`config.mk`:
```
export PLATFORM = sky130hd
export DESIGN_NAME = div32_seq_ctrl
export DESIGN_NICKNAME = d
export VERILOG_FILES = /design/src/rtl/div32_seq_ctrl_pkg.sv /design/src/rtl/sub_32_bit.sv /design/src/rtl/div32_seq_ctrl.sv
export SDC_FILE = /design/constraint.sdc
export NUM_CORES = 1
export LEC_CHECK = 0
export ABC_CLOCK_PERIOD_IN_PS = 3950
export BUFFER_PORTS_ARGS = -buffer_cell sky130_fd_sc_hd__buf_2
export CAP_MARGIN = 40
export CORE_ASPECT_RATIO = 1.4
export CORE_MARGIN = 5
export CORE_UTILIZATION = 50
export CTS_CLUSTER_DIAMETER = 40
export DETAILED_ROUTE_END_ITERATION = 7
export PLACE_DENSITY = 0.74
export SYNTH_ARGS = -nofsm -noshare
export SYNTH_HDL_FRONTEND = slang
export SYNTH_SLANG_ARGS = --single-unit
```
`constraint.sdc`:
```
create_clock -name clk -period 3.95 [get_ports clk]
set_clock_uncertainty 0.15 [all_clocks]
set_input_delay 0.395 -clock clk [delete_from_list [all_inputs] [get_ports clk]]
set_output_delay 0.395 -clock clk [all_outputs]
set_load 0.02 [all_outputs]
```
`src/rtl/div32_seq_ctrl_pkg.sv`:
```
// ============================================================================
// Package  : div32_seq_ctrl_pkg
// Brief    : Shared constants, state encoding and helpers for the divider.
// Revision : 1.0 - initial release
// ============================================================================
`default_nettype none

package div32_seq_ctrl_pkg;

   localparam int WIDTH      = 32;
   localparam int ITER_COUNT = 32;
   localparam logic [WIDTH-1:0] DBZ_QUOTIENT = 32'hFFFF_FFFF;

   typedef enum logic [1:0] {
      ST_IDLE = 2'd0,
      ST_ITER = 2'd1,
      ST_FIX  = 2'd2,
      ST_DONE = 2'd3
   } state_t;

   function automatic logic [WIDTH-1:0] neg32(input logic [WIDTH-1:0] x);
      return ~x + 1'b1;
   endfunction

endpackage

`default_nettype wire

```
`src/rtl/sub_32_bit.sv`:
```
// ============================================================================
// Module   : sub_32_bit
// Brief    : 32-bit combinational subtractor, out = i1 - i2.
// Revision : 1.0 - initial release
// ============================================================================
`default_nettype none

module sub_32_bit (
   input  logic [31:0] i1,
   input  logic [31:0] i2,
   output logic [31:0] out
);

   assign out = i1 - i2;

endmodule

`default_nettype wire

```
`src/rtl/div32_seq_ctrl.sv`:
```
// ============================================================================
// Module   : div32_seq_ctrl
// Brief    : Multicycle 32-bit restoring divider using one sub_32_bit.
// Options  : DIV_SIGNED_EN - adds signed operation with a sign-fix state.
// Revision : 1.0 - initial release
// ============================================================================
`default_nettype none

module div32_seq_ctrl #(
   parameter int WIDTH = 32,
   parameter int CNT_W = 6
) (
   input  logic             clk,
   input  logic             reset,
   input  logic             start,
   input  logic [WIDTH-1:0] dividend,
   input  logic [WIDTH-1:0] divisor,
   input  logic             signed_op,
   output logic             ready,
   output logic             done,
   output logic [WIDTH-1:0] quotient,
   output logic [WIDTH-1:0] remainder,
   output logic             div_by_zero
);

   import div32_seq_ctrl_pkg::*;

   state_t           r_state;
   state_t           w_state_nxt;
   logic [CNT_W-1:0] r_cnt;
   logic [WIDTH-1:0] r_q;
   logic [WIDTH-1:0] r_r;
   logic [WIDTH-1:0] r_d;
   logic             r_dbz;

   logic             w_accept;
   logic             w_div_zero;
   logic             w_last;
   logic             w_fix_pend;
   logic [WIDTH-1:0] w_a_mag;
   logic [WIDTH-1:0] w_b_mag;
   logic [WIDTH:0]   w_s;
   logic [WIDTH-1:0] w_diff;
   logic             w_ge;

`ifdef DIV_SIGNED_EN
   logic r_fix;
   logic r_neg_q;
   logic r_neg_r;
   logic w_neg_a;
   logic w_neg_b;

   assign w_neg_a    = signed_op & dividend[WIDTH-1];
   assign w_neg_b    = signed_op & divisor[WIDTH-1];
   assign w_a_mag    = w_neg_a ? neg32(dividend) : dividend;
   assign w_b_mag    = w_neg_b ? neg32(divisor)  : divisor;
   assign w_fix_pend = r_fix;

   // Sign bookkeeping; FIX runs for every signed op, even when no negate is needed
   always_ff @(posedge clk) begin
      if (reset) begin
         r_fix   <= 1'b0;
         r_neg_q <= 1'b0;
         r_neg_r <= 1'b0;
      end else if (w_accept) begin
         r_fix   <= signed_op & ~w_div_zero;
         r_neg_q <= w_neg_a ^ w_neg_b;
         r_neg_r <= w_neg_a;
      end
   end
`else
   logic w_unused_signed;

   assign w_unused_signed = signed_op;
   assign w_a_mag         = dividend;
   assign w_b_mag         = divisor;
   assign w_fix_pend      = 1'b0;
`endif

   assign ready      = (r_state == ST_IDLE) || (r_state == ST_DONE);
   assign w_accept   = start & ready;
   assign w_div_zero = (divisor == '0);
   assign w_last     = (r_cnt == CNT_W'(ITER_COUNT - 1));

   // Trial subtraction of the shifted partial remainder against the divisor
   assign w_s = {r_r, r_q[WIDTH-1]};

   sub_32_bit u_sub (
      .i1  (w_s[WIDTH-1:0]),
      .i2  (r_d),
      .out (w_diff)
   );

   assign w_ge = w_s[WIDTH]
               | (w_s[WIDTH-1] & ~r_d[WIDTH-1])
               | (~(w_s[WIDTH-1] ^ r_d[WIDTH-1]) & ~w_diff[WIDTH-1]);

   always_ff @(posedge clk) begin
      if (reset) begin
         r_state <= ST_IDLE;
      end else begin
         r_state <= w_state_nxt;
      end
   end

   always_comb begin
      w_state_nxt = r_state;
      case (r_state)
         ST_IDLE: begin
            if (start) begin
               w_state_nxt = ST_ITER;
            end
         end
         ST_ITER: begin
            // A zero divisor spends one ITER cycle without iterating
            if (r_dbz) begin
               w_state_nxt = ST_DONE;
            end else if (w_last) begin
               w_state_nxt = w_fix_pend ? ST_FIX : ST_DONE;
            end
         end
         ST_FIX: begin
            w_state_nxt = ST_DONE;
         end
         ST_DONE: begin
            w_state_nxt = start ? ST_ITER : ST_IDLE;
         end
         default: begin
            w_state_nxt = ST_IDLE;
         end
      endcase
   end

   always_ff @(posedge clk) begin
      if (reset) begin
         r_cnt       <= '0;
         r_q         <= '0;
         r_r         <= '0;
         r_d         <= '0;
         r_dbz       <= 1'b0;
         done        <= 1'b0;
         quotient    <= '0;
         remainder   <= '0;
         div_by_zero <= 1'b0;
      end else begin
         done <= 1'b0;

         if (w_accept) begin
            r_cnt       <= '0;
            r_d         <= w_b_mag;
            r_dbz       <= w_div_zero;
            r_q         <= w_div_zero ? DBZ_QUOTIENT : w_a_mag;
            r_r         <= w_div_zero ? dividend : '0;
            div_by_zero <= 1'b0;
         end

         case (r_state)
            ST_ITER: begin
               if (!r_dbz) begin
                  r_r   <= w_ge ? w_diff : w_s[WIDTH-1:0];
                  r_q   <= {r_q[WIDTH-2:0], w_ge};
                  r_cnt <= r_cnt + 1'b1;
               end
            end
`ifdef DIV_SIGNED_EN
            ST_FIX: begin
               r_q <= r_neg_q ? neg32(r_q) : r_q;
               r_r <= r_neg_r ? neg32(r_r) : r_r;
            end
`endif
            ST_DONE: begin
               // Publishes the finished op even if a new one is accepted this edge
               quotient    <= r_q;
               remainder   <= r_r;
               div_by_zero <= r_dbz;
               done        <= 1'b1;
            end
            default: begin
            end
         endcase
      end
   end

endmodule

`default_nettype wire

```
==> qor.yml, run 1 <==
outcome:
  status: "finished, final reports clean"
detailed_routing:
  routed_via_density: 5.63
  drc: 0
  ant_nets: 0
  first_pass_iters: 5
  via_count: 8171
  wire_per_inst_um: 15.9
  drtIter0Drc: 612
  routed_wl_um: 23100
floorplan:
  die_area_mm2: 0.0206
  dieHeight_um: 168
  num_io_pins: 135
  initial_core_util_pct: 51.0
  core_mm2: 0.0175
  num_rows: 57
  die_w_um: 123
flow_run:
  cap_violations: 0
timing:
  tightest_slew_ns: 0.852
  final.setup.tns_ns: 0
  period_minus_slack_ns: 3.38
  slew_headroom_pct: 43.2
  setup_viol: 0
  fin_crit_sh_pct: 85.6
  slew_viol_final: 0
  fin_ws_ns: 0.568
  max_freq_mhz: 296
  final_hold_viol_count: 0
  rsz0062_at_grt: "no"
clock_tree:
  cts_tree: "built"
  post_cts_buffers: 0
  cts_resized: 0
  h-tree-depth: 4
  cts_buffers: 17
  ctsHoldBuffers: 0
  clk_path_buf_depth: 2
  cts_root_buf: "clkbuf_16"
  insertion_delay_ns: 0.43
  clk_pin_slew_ns: 0.07
  cts.sink_count: 171
synth:
  async_reset_ff_share_pct: 0
  avgSynthCellArea_um2: 8.07
  synth_seq_area_share_pct: 38.4
  ys_types: 58
  yosys_warnings: 0
  synth_ff_type: "dfxtp_1"
  netlist_area_mm2: 0.00891
  syn_nets: 1211
  synth_edf_count: 0
  syn_inst: 1105
  ys_ff_latch: 171
global_routing:
  grt_overflow: 0
  grt_pass1_wl_um: 37800
  grt_max_degree: 78
  antenna_found_initial: 1
  grt_use_total_pct: 22.4
  grt_pass1_vias: 7588
cells_and_area:
  fin_nets: 1307
  syn2layout_area_growth_pct: 17.1
  fill_cells: 1651
  drive_gt1_share_pct: 16.8
pwr:
  pwr_density_cell_mw_per_mm2: 983
  p_seq_share_pct: 25.2
  combPwrFrac_pct: 57.5
  power_switching_mw: 4.69
  power.internal_mw: 5.57
  clock_power_share_pct: 17.3
  ir_drop_uv: 367
  p_leak_nw: 4.21
  p_sw_share_pct: 45.7
setup_path:
  crit_path_end_kind: "register"
  cp.required_ns: 4.06
  path_class: "reg2reg"
  start_kind: "register"
  crit_arrival_ns: 3.49
  path_max_fanout: 20
hold_path:
  hold_path_class: "in2reg"
place:
  gp_congestion: 0.895
  preCtsSetupSlack_ns: 0.618
  hpwl_um: 17000
  io_buffer_count: 133
## layout make-up
type	instances	area (µm²)	area share (%)
diodes	1	2.50	0.0240
clock buffers	17	425	4.08
clock inverters	15	204	1.95
inverters	43	161	1.55
multi-input cells	814	5050	48.4
flip-flops and latches	171	3420	32.8
well taps	236	295	2.83
repair buffers	154	871	8.35
## worst max-delay path, stage by stage, from the launching register on
cell	delay, ns
dfxtp_1	0.33
inv_1	0.06
ha_1	0.35
a21oi_1	0.11
and2_1	0.22
a2111oi_4	0.45
o21ai_1	0.22
a21oi_2	0.39
or2_4	0.40
buf_4	0.23
mux2i_1	0.20
a221oi_1	0.09
## logic make-up (layout without fill, tap and decap cells)
logic type | count (synthesis) | after routing | share of synthesized area (%)
multiplexers | 83 | 83 | 9.33
AO/OA/AOI/OAI | 271 | 271 | 20.4
XOR/XNOR | 19 | 19 | 1.87
AND/OR/NAND/NOR | 403 | 403 | 19.3
buffers and inverters | 120 | 229 | 5.32
flip-flops | 171 | 171 | 38.4
adder cells (fa/ha/maj) | 38 | 38 | 5.42
other | 0 | 1 | 0
## metrics by stage
step                      instances  area (µm²)  power, mW  utilization (%)  hold slack, ns
after CTS                      1450       10400       10.2             59.7          0.0489
after global routing           1451       10400       11.1             59.7          0.0501
after detailed placement       1418        9800       8.42             56.1           0.297
after floorplan                1105        8910       7.14                -           0.286
after global placement         1417        9780       8.32             55.9           0.293
final                          1451       10400       10.3             59.7          0.0590
## path summary, 6_finish.rpt
check,from,to,slack (ns),cells after the start
max,r_d[4],r_r[15],0.57,11
min reg2reg,r_d[16],r_d[16],0.30,2
max reg2reg,r_d[4],r_r[15],0.57,11
min,divisor[10],r_d[10],0.06,3
## registers in the layout, summed over array words and instances, names as in the netlist
signal,count
r_d,32
r_cnt,6
quotient,32
r_dbz,1
div_by_zero,1
r_state,2
remainder,32
done,1
r_q,32
r_r,32
## metal layers
metal | track usage, % | vias up | routed length [µm]
met5 | 0 | - | 0
met4 | 5.46 | 0 | 270
met3 | 4.30 | 28 | 1190
met2 | 36.5 | 215 | 10900
met1 | 30.4 | 3822 | 10700
li1 | - | 4106 | -
## power by group through the flow
stage                     Combinational (mW)  Clock (mW)  Sequential, mW
after global placement                  5.71           0            2.60
after global routing                    6.55        1.88            2.64
final                                   5.89        1.78            2.59
after detailed placement                5.80           0            2.62
after CTS                               5.86        1.79            2.58
after floorplan                         4.64           0            2.50
## cell usage in the layout, fill, tap and decap left out, drive strengths merged, types with 31 or more instances in the layout
cell | synthesis | final
a21oi | 117 | 117
a311oi | 37 | 37
buf | 13 | 154
dfxtp | 171 | 171
ha | 37 | 37
inv | 43 | 51
mux2i | 82 | 82
nand2 | 162 | 162
nand3 | 35 | 35
nor2 | 135 | 135
o21ai | 31 | 31
## synthesized netlist by cell type (4+ instances only)
master	count	area, µm²
clkbuf_1	64	240
a21oi_1	114	571
a311oi_1	36	315
or3_1	4	25.0
inv_1	43	161
nor3_1	21	105
o21bai_1	4	30.0
o31ai_2	4	50.1
ha_1	37	463
mux2i_1	82	821
nand2_1	162	608
xor2_1	6	52.6
a221oi_1	19	166
and2_1	7	43.8
nor4_1	8	50.1
a211oi_1	10	75.1
and3_1	5	31.3
buf_1	9	33.8
o21a_1	10	75.1
a21o_1	9	67.6
xnor2_1	13	114
o21ai_0	28	140
o211ai_1	6	45.0
nand2b_1	6	37.5
nor2_1	135	507
nand3_1	35	175
nor2b_1	8	50.1
dfxtp_1	171	3420
nand4_1	5	31.3
Power figures use the tool's default switching activity.
==> inputs of run 2 (changes only) <==
Settings changed: RECOVER_POWER from default to 50.
==> qor.yml, run 2 (synthesis results as in run 1) <==
outcome:
  status: "finished with violations"
  violations: "max-capacitance violations, max-slew violations"
clock_tree:
  clk_path_buf_depth: 2
  clk_pin_slew_ns: 0.07
  post_cts_buffers: 0
  ctsHoldBuffers: 0
  cts_tree: "built"
  cts_root_buf: "clkbuf_16"
  cts_buffers: 17
  cts_resized: 0
  insertion_delay_ns: 0.43
  cts.sink_count: 171
  h-tree-depth: 4
floorplan:
  num_io_pins: 135
  initial_core_util_pct: 51.0
  die_area_mm2: 0.0206
  dieHeight_um: 168
  die_w_um: 123
  num_rows: 57
  core_mm2: 0.0175
global_routing:
  grt_pass1_vias: 7588
  grt_pass1_wl_um: 37800
  grt_overflow: 0
  grt_use_total_pct: 22.4
  grt_max_degree: 78
  antenna_found_initial: 1
setup_path:
  worstRegToRegCells: 11
  start_kind: "register"
  path_buf_inv: 2
  cp_slowest_cell: "a2111oi_4"
  timing.rr.start: "r_d[4]"
  rrSetupSlack_ns: 0.50
  crit_path_end_kind: "register"
  path_class: "reg2reg"
  path_max_fanout: 20
  critPathTopFamily: "compound AO/OA/AOI/OAI gates"
  r2r_end: "r_r[15]"
  path_cells: "inv_1, ha_1, a21oi_1, and2_1, a2111oi_4, o21ai_1, a21oi_2, or2_4, buf_4, mux2i_1, a221oi_1"
  cpPeakStageDelay_ns: 0.44
  cp.required_ns: 4.01
  crit_arrival_ns: 3.51
timing:
  max_freq_mhz: 290
  final_hold_viol_count: 0
  slew_headroom_pct: -7.96
  fin_crit_sh_pct: 87.3
  final.setup.tns_ns: 0
  slew_viol_final: 115
  setup_viol: 0
  period_minus_slack_ns: 3.45
  rsz0062_at_grt: "no"
  tightest_slew_ns: 1.62
flow_run:
  cap_violations: 2
place:
  hpwl_um: 17000
  io_buffer_count: 133
  placedCellCount: 1418
  gp_congestion: 0.895
cells_and_area:
  instances_no_fill: 1451
  drive_gt1_share_pct: 11.1
  final_cell_mix: "171 x dfxtp_1, 161 x nand2_1, 135 x nor2_1"
  fin_nets: 1307
  final_common_cell: "dfxtp_1"
  syn2layout_area_growth_pct: 15.5
detailed_routing:
  wire_per_inst_um: 16.0
  routed_via_density: 5.61
  via_count: 8145
  routed_wl_um: 23200
  first_pass_iters: 5
  ant_nets: 0
  drc: 0
  drtIter0Drc: 621
hold_path:
  hold-path-endpoint: "r_d[10]"
  hold_path_depth: 3
  min_from: "divisor[10]"
  hold_path_class: "in2reg"
pwr:
  pwr_density_cell_mw_per_mm2: 996
  p_leak_nw: 3.90
  power_mw: 10.2
  ir_drop_uv: 367
==> run 2: cell count changes in the layout (fill, tap and decap cells not counted) <==
cell and change:
clkbuf_1 +68, buf_12 -1, buf_2 -66, clkbuf_2 +3, buf_4 -3, ha_1 +1
buf_16 -1, ha_4 -1
==> run 2: worst register-to-register path: cells and delay by family (launching register included) <==
family / cells / cell delay [ns]
flops: 1 / 0.34
buf+inv: 2 / 0.30
simple gates: 2 / 0.63
mux: 1 / 0.20
fa+ha+maj: 1 / 0.35
compound gates: 5 / 1.26
==> run 2: cell type report <==
class,count,area [µm²]
Antenna cell,1,2.50
Clock buffer,17,425
Clock inverter,15,204
Fill cell,1681,7180
Inverter,43,161
Multi-Input combinational cell,814,5040
Sequential cell,171,3420
Tap cell,236,295
Timing Repair Buffer,154,741
==> run 2: metal layers <==
layer  vias to the layer above  global-route usage, %  wire length (µm)
met5                         -                      0                 0
met4                         0                   5.46               249
met3                        23                   4.30              1170
met2                       205                   36.5             10900
met1                      3810                   30.4             10800
li1                       4107                      -                 -
==> run 2: report_power, final <==
group	internal, mW	leakage, nW	switching [mW]
registers	2.17	1.40	0.420
clock network	1.02	0.310	0.752
logic	2.37	2.19	3.52
total	5.56	3.90	4.69
==> run 2: per-stage QoR <==
step | worst slack (ns) | hold WS [ns] | util (%) | cell area, µm²
floorplan | 1.19 | 0.286 | - | 8910
global placement | 0.730 | 0.293 | 55.9 | 9780
detailed placement | 0.618 | 0.297 | 56.1 | 9800
CTS | 0.597 | 0.0489 | 59.7 | 10400
global route | 0.328 | 0.0501 | 58.9 | 10300
finish | 0.501 | 0.0580 | 58.9 | 10300
==> run 2: how the worst max path moves through the flow <==
stage,startpoint,end,slack [ns],cells after the start
after floorplan,r_r[23],r_r[27],1.19,11
after global placement,r_d[4],r_r[15],0.73,11
after detailed placement,r_d[4],r_r[11],0.62,11
after CTS,r_d[4],r_r[15],0.60,11
after global routing,r_d[4],r_r[11],0.33,11
final,r_d[4],r_r[15],0.50,11
